File: src/rtl/payload_aligner.sv
`default_nettype none
// payload_aligner (rev 1.0): re-packs a header-offset 256-bit payload stream so every packet
// starts at lane 0 with full beats, and reports the payload byte length on the last beat.
module payload_aligner #(
  parameter int OFFSET = 10,
  parameter int LEN_W  = 16
) (
  input  logic             clk,
  input  logic             rst_n,
  input  logic [255:0]     in_data,
  input  logic [31:0]      in_keep,
  input  logic             in_valid,
  input  logic             in_last,
  output logic             in_ready,
  output logic [255:0]     out_data,
  output logic [31:0]      out_keep,
  output logic             out_valid,
  output logic             out_last,
  output logic [LEN_W-1:0] out_len,
  input  logic             out_ready,
  output logic             fmt_err
);
  localparam int         c_R     = 32 - OFFSET;
  localparam logic [5:0] c_R6    = 6'(c_R);
  localparam logic [5:0] c_OFF6  = 6'(OFFSET);
  localparam logic [1:0] S_FIRST = 2'd0, S_STREAM = 2'd1, S_FLUSH = 2'd2;

  function automatic logic [5:0] popcnt(input logic [31:0] k);
    logic [5:0] c;
    c = '0;
    for (int i = 0; i < 32; i++) c = c + {5'd0, k[i]};
    return c;
  endfunction

  function automatic logic [31:0] lowmask(input logic [5:0] n);
    logic [32:0] t;
    t = (33'd1 << n) - 33'd1;
    return t[31:0];
  endfunction

  function automatic logic [255:0] bytemask(input logic [31:0] m);
    logic [255:0] e;
    for (int i = 0; i < 32; i++) e[8*i +: 8] = {8{m[i]}};
    return e;
  endfunction

  function automatic logic [LEN_W-1:0] sat_add(input logic [LEN_W-1:0] a, input logic [5:0] b);
    logic [LEN_W:0] s;
    s = {1'b0, a} + {{(LEN_W-5){1'b0}}, b};
    return s[LEN_W] ? '1 : s[LEN_W-1:0];
  endfunction

  logic [1:0]       r_state, w_state_nx;
  logic [c_R*8-1:0] r_res, w_res_nx;
  logic [5:0]       r_flush_n;
  logic [LEN_W-1:0] r_acc, w_acc_nx;
  logic [255:0]     r_out_data, w_nx_data, w_din;
  logic [31:0]      r_out_keep, w_nx_keep, w_mask;
  logic             r_out_valid, r_out_last, r_fmt_err;
  logic [LEN_W-1:0] r_out_len, w_nx_len;
  logic [5:0]       w_cnt, w_n_first;
  logic             w_free, w_accept, w_bad, w_cnt_le_off, w_emit, w_nx_last, w_res_ld;

  assign w_free       = !r_out_valid || out_ready;
  assign in_ready     = (r_state != S_FLUSH) && w_free;
  assign w_accept     = in_valid && in_ready;
  assign w_cnt        = popcnt(in_keep);
  assign w_n_first    = (w_cnt > c_R6) ? c_R6 : w_cnt;
  assign w_cnt_le_off = (w_cnt <= c_OFF6);
  // A malformed keep is replaced by the legal mask of the same popcount for this beat type.
  assign w_mask = (r_state == S_FIRST) ? (lowmask(w_n_first) << OFFSET) : lowmask(w_cnt);
  assign w_din  = in_data & bytemask(w_mask);
  assign w_bad  = (r_state == S_FIRST) ? ((in_keep != w_mask) || (!in_last && (w_cnt != c_R6)))
                : (!in_last)           ? (w_cnt != 6'd32)
                :                        (in_keep != w_mask);

  always_ff @(posedge clk or negedge rst_n) begin
    if (!rst_n) r_state <= S_FIRST;
    else        r_state <= w_state_nx;
  end

  always_comb begin
    w_state_nx = r_state;
    case (r_state)
      S_FIRST:  if (w_accept && !in_last) w_state_nx = S_STREAM;
      S_STREAM: if (w_accept && in_last) w_state_nx = w_cnt_le_off ? S_FIRST : S_FLUSH;
      S_FLUSH:  if (w_free) w_state_nx = S_FIRST;
      default:  w_state_nx = S_FIRST;
    endcase
  end

  always_comb begin
    w_emit    = 1'b0;
    w_nx_data = '0;
    w_nx_keep = '0;
    w_nx_last = 1'b0;
    w_nx_len  = '0;
    w_res_ld  = 1'b0;
    w_res_nx  = w_din[255:OFFSET*8];
    w_acc_nx  = r_acc;
    case (r_state)
      S_FIRST: if (w_accept) begin
        if (!in_last) begin
          w_res_ld = 1'b1;
          w_acc_nx = sat_add('0, c_R6);
        end else if (w_n_first != 6'd0) begin
          w_emit    = 1'b1;
          w_nx_data = {{(OFFSET*8){1'b0}}, w_din[255:OFFSET*8]};
          w_nx_keep = lowmask(w_n_first);
          w_nx_last = 1'b1;
          w_nx_len  = sat_add('0, w_n_first);
        end
      end
      S_STREAM: if (w_accept) begin
        w_emit    = 1'b1;
        w_nx_data = {w_din[OFFSET*8-1:0], r_res};
        if (!in_last) begin
          w_nx_keep = '1;
          w_res_ld  = 1'b1;
          w_acc_nx  = sat_add(r_acc, 6'd32);
        end else if (w_cnt_le_off) begin
          w_nx_keep = lowmask(c_R6 + w_cnt);
          w_nx_last = 1'b1;
          w_nx_len  = sat_add(r_acc, w_cnt);
          w_acc_nx  = '0;
        end else begin
          w_nx_keep = '1;
          w_res_ld  = 1'b1;
          w_acc_nx  = sat_add(r_acc, w_cnt);
        end
      end
      S_FLUSH: if (w_free) begin
        w_emit    = 1'b1;
        w_nx_data = {{(OFFSET*8){1'b0}}, r_res};
        w_nx_keep = lowmask(r_flush_n);
        w_nx_last = 1'b1;
        w_nx_len  = r_acc;
        w_acc_nx  = '0;
      end
      default: ;
    endcase
  end

  always_ff @(posedge clk or negedge rst_n) begin
    if (!rst_n) begin
      r_res       <= '0;
      r_flush_n   <= '0;
      r_acc       <= '0;
      r_fmt_err   <= 1'b0;
      r_out_valid <= 1'b0;
      r_out_last  <= 1'b0;
      r_out_keep  <= '0;
      r_out_data  <= '0;
      r_out_len   <= '0;
    end else begin
      r_fmt_err <= w_accept && w_bad;
      r_acc     <= w_acc_nx;
      if (w_res_ld) r_res <= w_res_nx;
      if (w_res_ld && in_last) r_flush_n <= w_cnt - c_OFF6;
      // Reloading with zeros when nothing is emitted keeps idle lanes and out_len at 0.
      if (w_free) begin
        r_out_valid <= w_emit;
        r_out_last  <= w_nx_last;
        r_out_keep  <= w_nx_keep;
        r_out_data  <= w_nx_data;
        r_out_len   <= w_nx_len;
      end
    end
  end

  assign out_data  = r_out_data;
  assign out_keep  = r_out_keep;
  assign out_valid = r_out_valid;
  assign out_last  = r_out_last;
  assign out_len   = r_out_len;
  assign fmt_err   = r_fmt_err;
endmodule
`default_nettype wire

File: config.mk
export PLATFORM = sky130hd
export DESIGN_NAME = payload_aligner
export DESIGN_NICKNAME = d
export VERILOG_FILES = /design/src/rtl/payload_aligner.sv
export SDC_FILE = /design/constraint.sdc
export NUM_CORES = 1
export LEC_CHECK = 0
export CORE_AREA = 2 2 235 237
export CTS_CLUSTER_DIAMETER = 150
export DETAILED_ROUTE_END_ITERATION = 8
export DIE_AREA = 0 0 237 239
export PLACE_DENSITY_LB_ADDON = 0.2
export SLEW_MARGIN = 10
export SYNTH_ARGS = -nofsm -noshare
export SYNTH_HDL_FRONTEND = slang
export SYNTH_SLANG_ARGS = --single-unit
File: constraint.sdc
create_clock -name clk -period 6.2 [get_ports clk]
set_input_delay 1.24 -clock clk [delete_from_list [all_inputs] [get_ports clk]]
set_output_delay 1.24 -clock clk [all_outputs]
set_load 0.01 [all_outputs]
==> results.yml <==
run_status:
  run_status: "finished with violations"
  failing_checks: "setup timing"
critical_path:
  worst_path_most_repeated_cell: "sky130_fd_sc_hd__fa_1"
  worstReg2RegStart: "r_state[0]"
  reg2reg_setup_slack_ns: 2.00
  slowest_stage: "sky130_fd_sc_hd__or4_1"
  critical-path-top-delay-family: "adder cells"
  worstRegToRegCells: 8
  setup.worst_path.end_class: "flip-flop"
  critical_path.n_buffers_inverters: 7
  critical_path_required_ns: 6.70
  path_class: "input pin to flip-flop"
  timing.critical_path.depth: 25
  r2r-end: "out_data[8]"
  critical-path-max-stage-delay_ns: 0.59
  timing.critical_path.fanout_max: 5
  start_kind: "input pin"
  arrival_ns: 8.02
yosys:
  synth_enable_flop_cells: 0
  most_numerous_cell_in_the_yosys_netlist: "sky130_fd_sc_hd__nand2_1"
  area_share_of_the_largest_cell_type_after_synthesis_pct: 48.6
  synth.ff_latch_count: 507
  yosysTopAreaCell: "sky130_fd_sc_hd__dfrtp_1"
  dominantRegCellSynth: "sky130_fd_sc_hd__dfrtp_1"
  yosys.cell_types.count: 96
  synthesis.area_per_instance_um2: 9.22
  synth_sequential_area_ratio_pct: 48.6
  syn-instance-count: 2829
  synth_area_leaders: "sky130_fd_sc_hd__dfrtp_1, sky130_fd_sc_hd__nand2_1, sky130_fd_sc_hd__o21ai_0, sky130_fd_sc_hd__a22oi_1, sky130_fd_sc_hd__a22o_1"
  synthesis.area_um2: 26100
  synthesis_warning_total: 0
  ys_async_sr_fraction_pct: 100
  yosys-top-cells-count: "sky130_fd_sc_hd__nand2_1, sky130_fd_sc_hd__dfrtp_1, sky130_fd_sc_hd__o21ai_0"
  synth_fp_nets: 3171
sta:
  max_freq_mhz: 133
  final_min_period_over_clock_period_pct: 121
  timing_hold_violations_final: 0
  slew_viol_final: 0
  slew-limit-headroom_pct: 12.6
  unrepaired_setup_endpoints_after_global_routing: "true"
  finalWorstSetupSlack_ns: -1.32
  skew_ns: 0.0405
  worst_margin_pin_slew_ns: 1.30
  period_needed_ns: 7.52
  setup_viol: 493
finish:
  nNetsFinal: 4161
  layout-area-overhead-vs-synth_pct: 64.0
  fillCellCount: 3341
  drive_above_1_share_pct: 31.4
cts:
  tritoncts.num_buffers: 54
  h-tree-depth: 2
  tritoncts: "done"
  cts_root_buffer: "sky130_fd_sc_hd__clkbuf_16"
  worstSkewPairLatency_ns: 0.64
  clock_slew_at_the_register_clock_pins_of_the_worst_setup_and_hold_paths_ns: 0.07
  max-clock-path-buffers: 3
  clock_sink_count: 507
  cts.hold.buffers_added: 0
worst_hold_path:
  hp-start: "out_data[25]"
  timing.hold.worst_endpoint: "out_data[25]"
  worst_hold_path.num_cells: 2
  hold_path_class: "flip-flop to flip-flop"
global_routing:
  grt_antenna_before_repair: 15
  gr-usage-all-layers_pct: 40.8
  grt_first_pass_wirelength_mm: 177
  first_global_vias: 28832
  globalRouteOverflowTotal: 0
  grt_max_degree: 199
drt:
  route.top_layer_used: "met5"
  dr_wl_met2_mm: 58.0
  drt.antenna.violating_nets: 0
  detailroute.wirelength.met3_mm: 12.2
  met1_length_mm: 46.3
  remaining_drc_errors: 0
  num_vias: 29162
  detail_route.wl_per_cell_um: 27.0
  drt_pre_antenna_iters: 7
  initial_drt_markers: 3075
  route.final.wire_length_mm: 124
  vias_per_cell: 6.37
place:
  routability_driven_placement_congestion_ratio: 0.960
  port_buffers: 600
  place_hpwl_mm: 78.4
  pre_cts_ws_ns: -2.48
run:
  maxCapViolations: 0
floorplanning:
  die_wd_um: 237
  die_outline_area_um2: 56600
  start_util_pct: 48.0
  core_region_area_um2: 54300
  die_height_um: 239
  floorplan.rows: 86
  count_of_pins_on_the_block_boundary: 601
## cells in the final DEF (no fill, tap or decap), types with 36 or more instances in the layout
cell type,count
sky130_fd_sc_hd__nor2_1,83
sky130_fd_sc_hd__o21ai_2,64
sky130_fd_sc_hd__nand3_1,39
sky130_fd_sc_hd__a21oi_1,67
sky130_fd_sc_hd__nand2_2,53
sky130_fd_sc_hd__buf_6,79
sky130_fd_sc_hd__a22oi_2,121
sky130_fd_sc_hd__nand2_1,456
sky130_fd_sc_hd__a22oi_1,61
sky130_fd_sc_hd__inv_1,66
sky130_fd_sc_hd__dfrtp_1,507
sky130_fd_sc_hd__a22o_1,147
sky130_fd_sc_hd__clkdlybuf4s50_1,583
sky130_fd_sc_hd__buf_16,37
sky130_fd_sc_hd__o21ai_0,80
sky130_fd_sc_hd__buf_4,382
sky130_fd_sc_hd__clkbuf_16,58
sky130_fd_sc_hd__nand2_4,36
sky130_fd_sc_hd__o21ai_1,237
## kinds of logic (layout without fill, tap and decap cells)
logic type,Yosys count,after routing,synth area share [%]
AOI/OAI and AO/OA,1042,1042,26.9
xor gates and xnor gates,44,44,1.51
adders and majority gates,49,49,3.07
buffers and inverters,289,1319,4.53
DFF,507,507,48.6
muxes,17,17,0.719
other,0,13,0
and+or+nand+nor,881,884,14.6
## what timing repair did
| item | 4_1_cts | 5_1_grt |
|---|---|---|
| pin swaps | 159 | 59 |
| setup endpoints to repair | 506 | 506 |
| endpoints found under the hold margin | 0 | 0 |
| gates cloned | 39 | 4 |
| setup buffers | 65 | 30 |
| gates resized for setup | 516 | 200 |
## state kept, by name, indices dropped and copies added, names as in the netlist
register   count
r_flush_n      6
out_valid      1
out_keep      32
r_acc         16
r_state        2
fmt_err        1
out_data     256
out_last       1
out_len       16
r_res        176
## worst min-delay path: stages, from the launching register on
cell	delay, ns
sky130_fd_sc_hd__dfrtp_1	0.34
sky130_fd_sc_hd__nand2_1	0.04
sky130_fd_sc_hd__o21ai_0	0.06
## per-stage QoR
step                TNS (ns)  util (%)  cells  instance area, um^2  hold slack, ns
floorplan            -446.68         -   2829                27700           0.448
finish               -436.88      78.7   4579                42800           0.481
global placement     -912.58      67.5   4339                36700           0.461
CTS                  -388.40      76.7   4536                41700           0.482
detailed placement   -933.86      67.5   4339                36700           0.470
global route         -507.83      78.7   4576                42800           0.503
## how the worst max path moves through the flow
stage,startpoint,end
2_1_floorplan,in_keep[27],fmt_err
3_3_place_gp,in_keep[27],fmt_err
3_5_place_dp,in_keep[27],fmt_err
4_1_cts,in_keep[17],fmt_err
5_1_grt,in_keep[17],fmt_err
6_report,in_keep[17],fmt_err
## final cells by class
class                           instances  area, um^2  share of cell area (%)
Multi-Input combinational cell       2036       15400                    36.1
Sequential cell                       507       12700                    29.7
Timing Repair Buffer                 1139       11600                    27.0
Clock buffer                           76        1600                    3.73
Tap cell                              704         881                    2.06
Inverter                               81         322                   0.752
Clock inverter                         23         270                   0.632
Antenna cell                           13        32.5                  0.0760
## metal layers
layer | GRT usage, % | up-vias
met5 | 0 | -
met4 | 17.7 | 6
met3 | 8.89 | 484
met2 | 66.5 | 1954
met1 | 52.6 | 14464
li1 | - | 12254
Power is left out: the tool's default activity adds up to more than one toggle a clock period on the data nets, which glitch-free logic cannot reach.
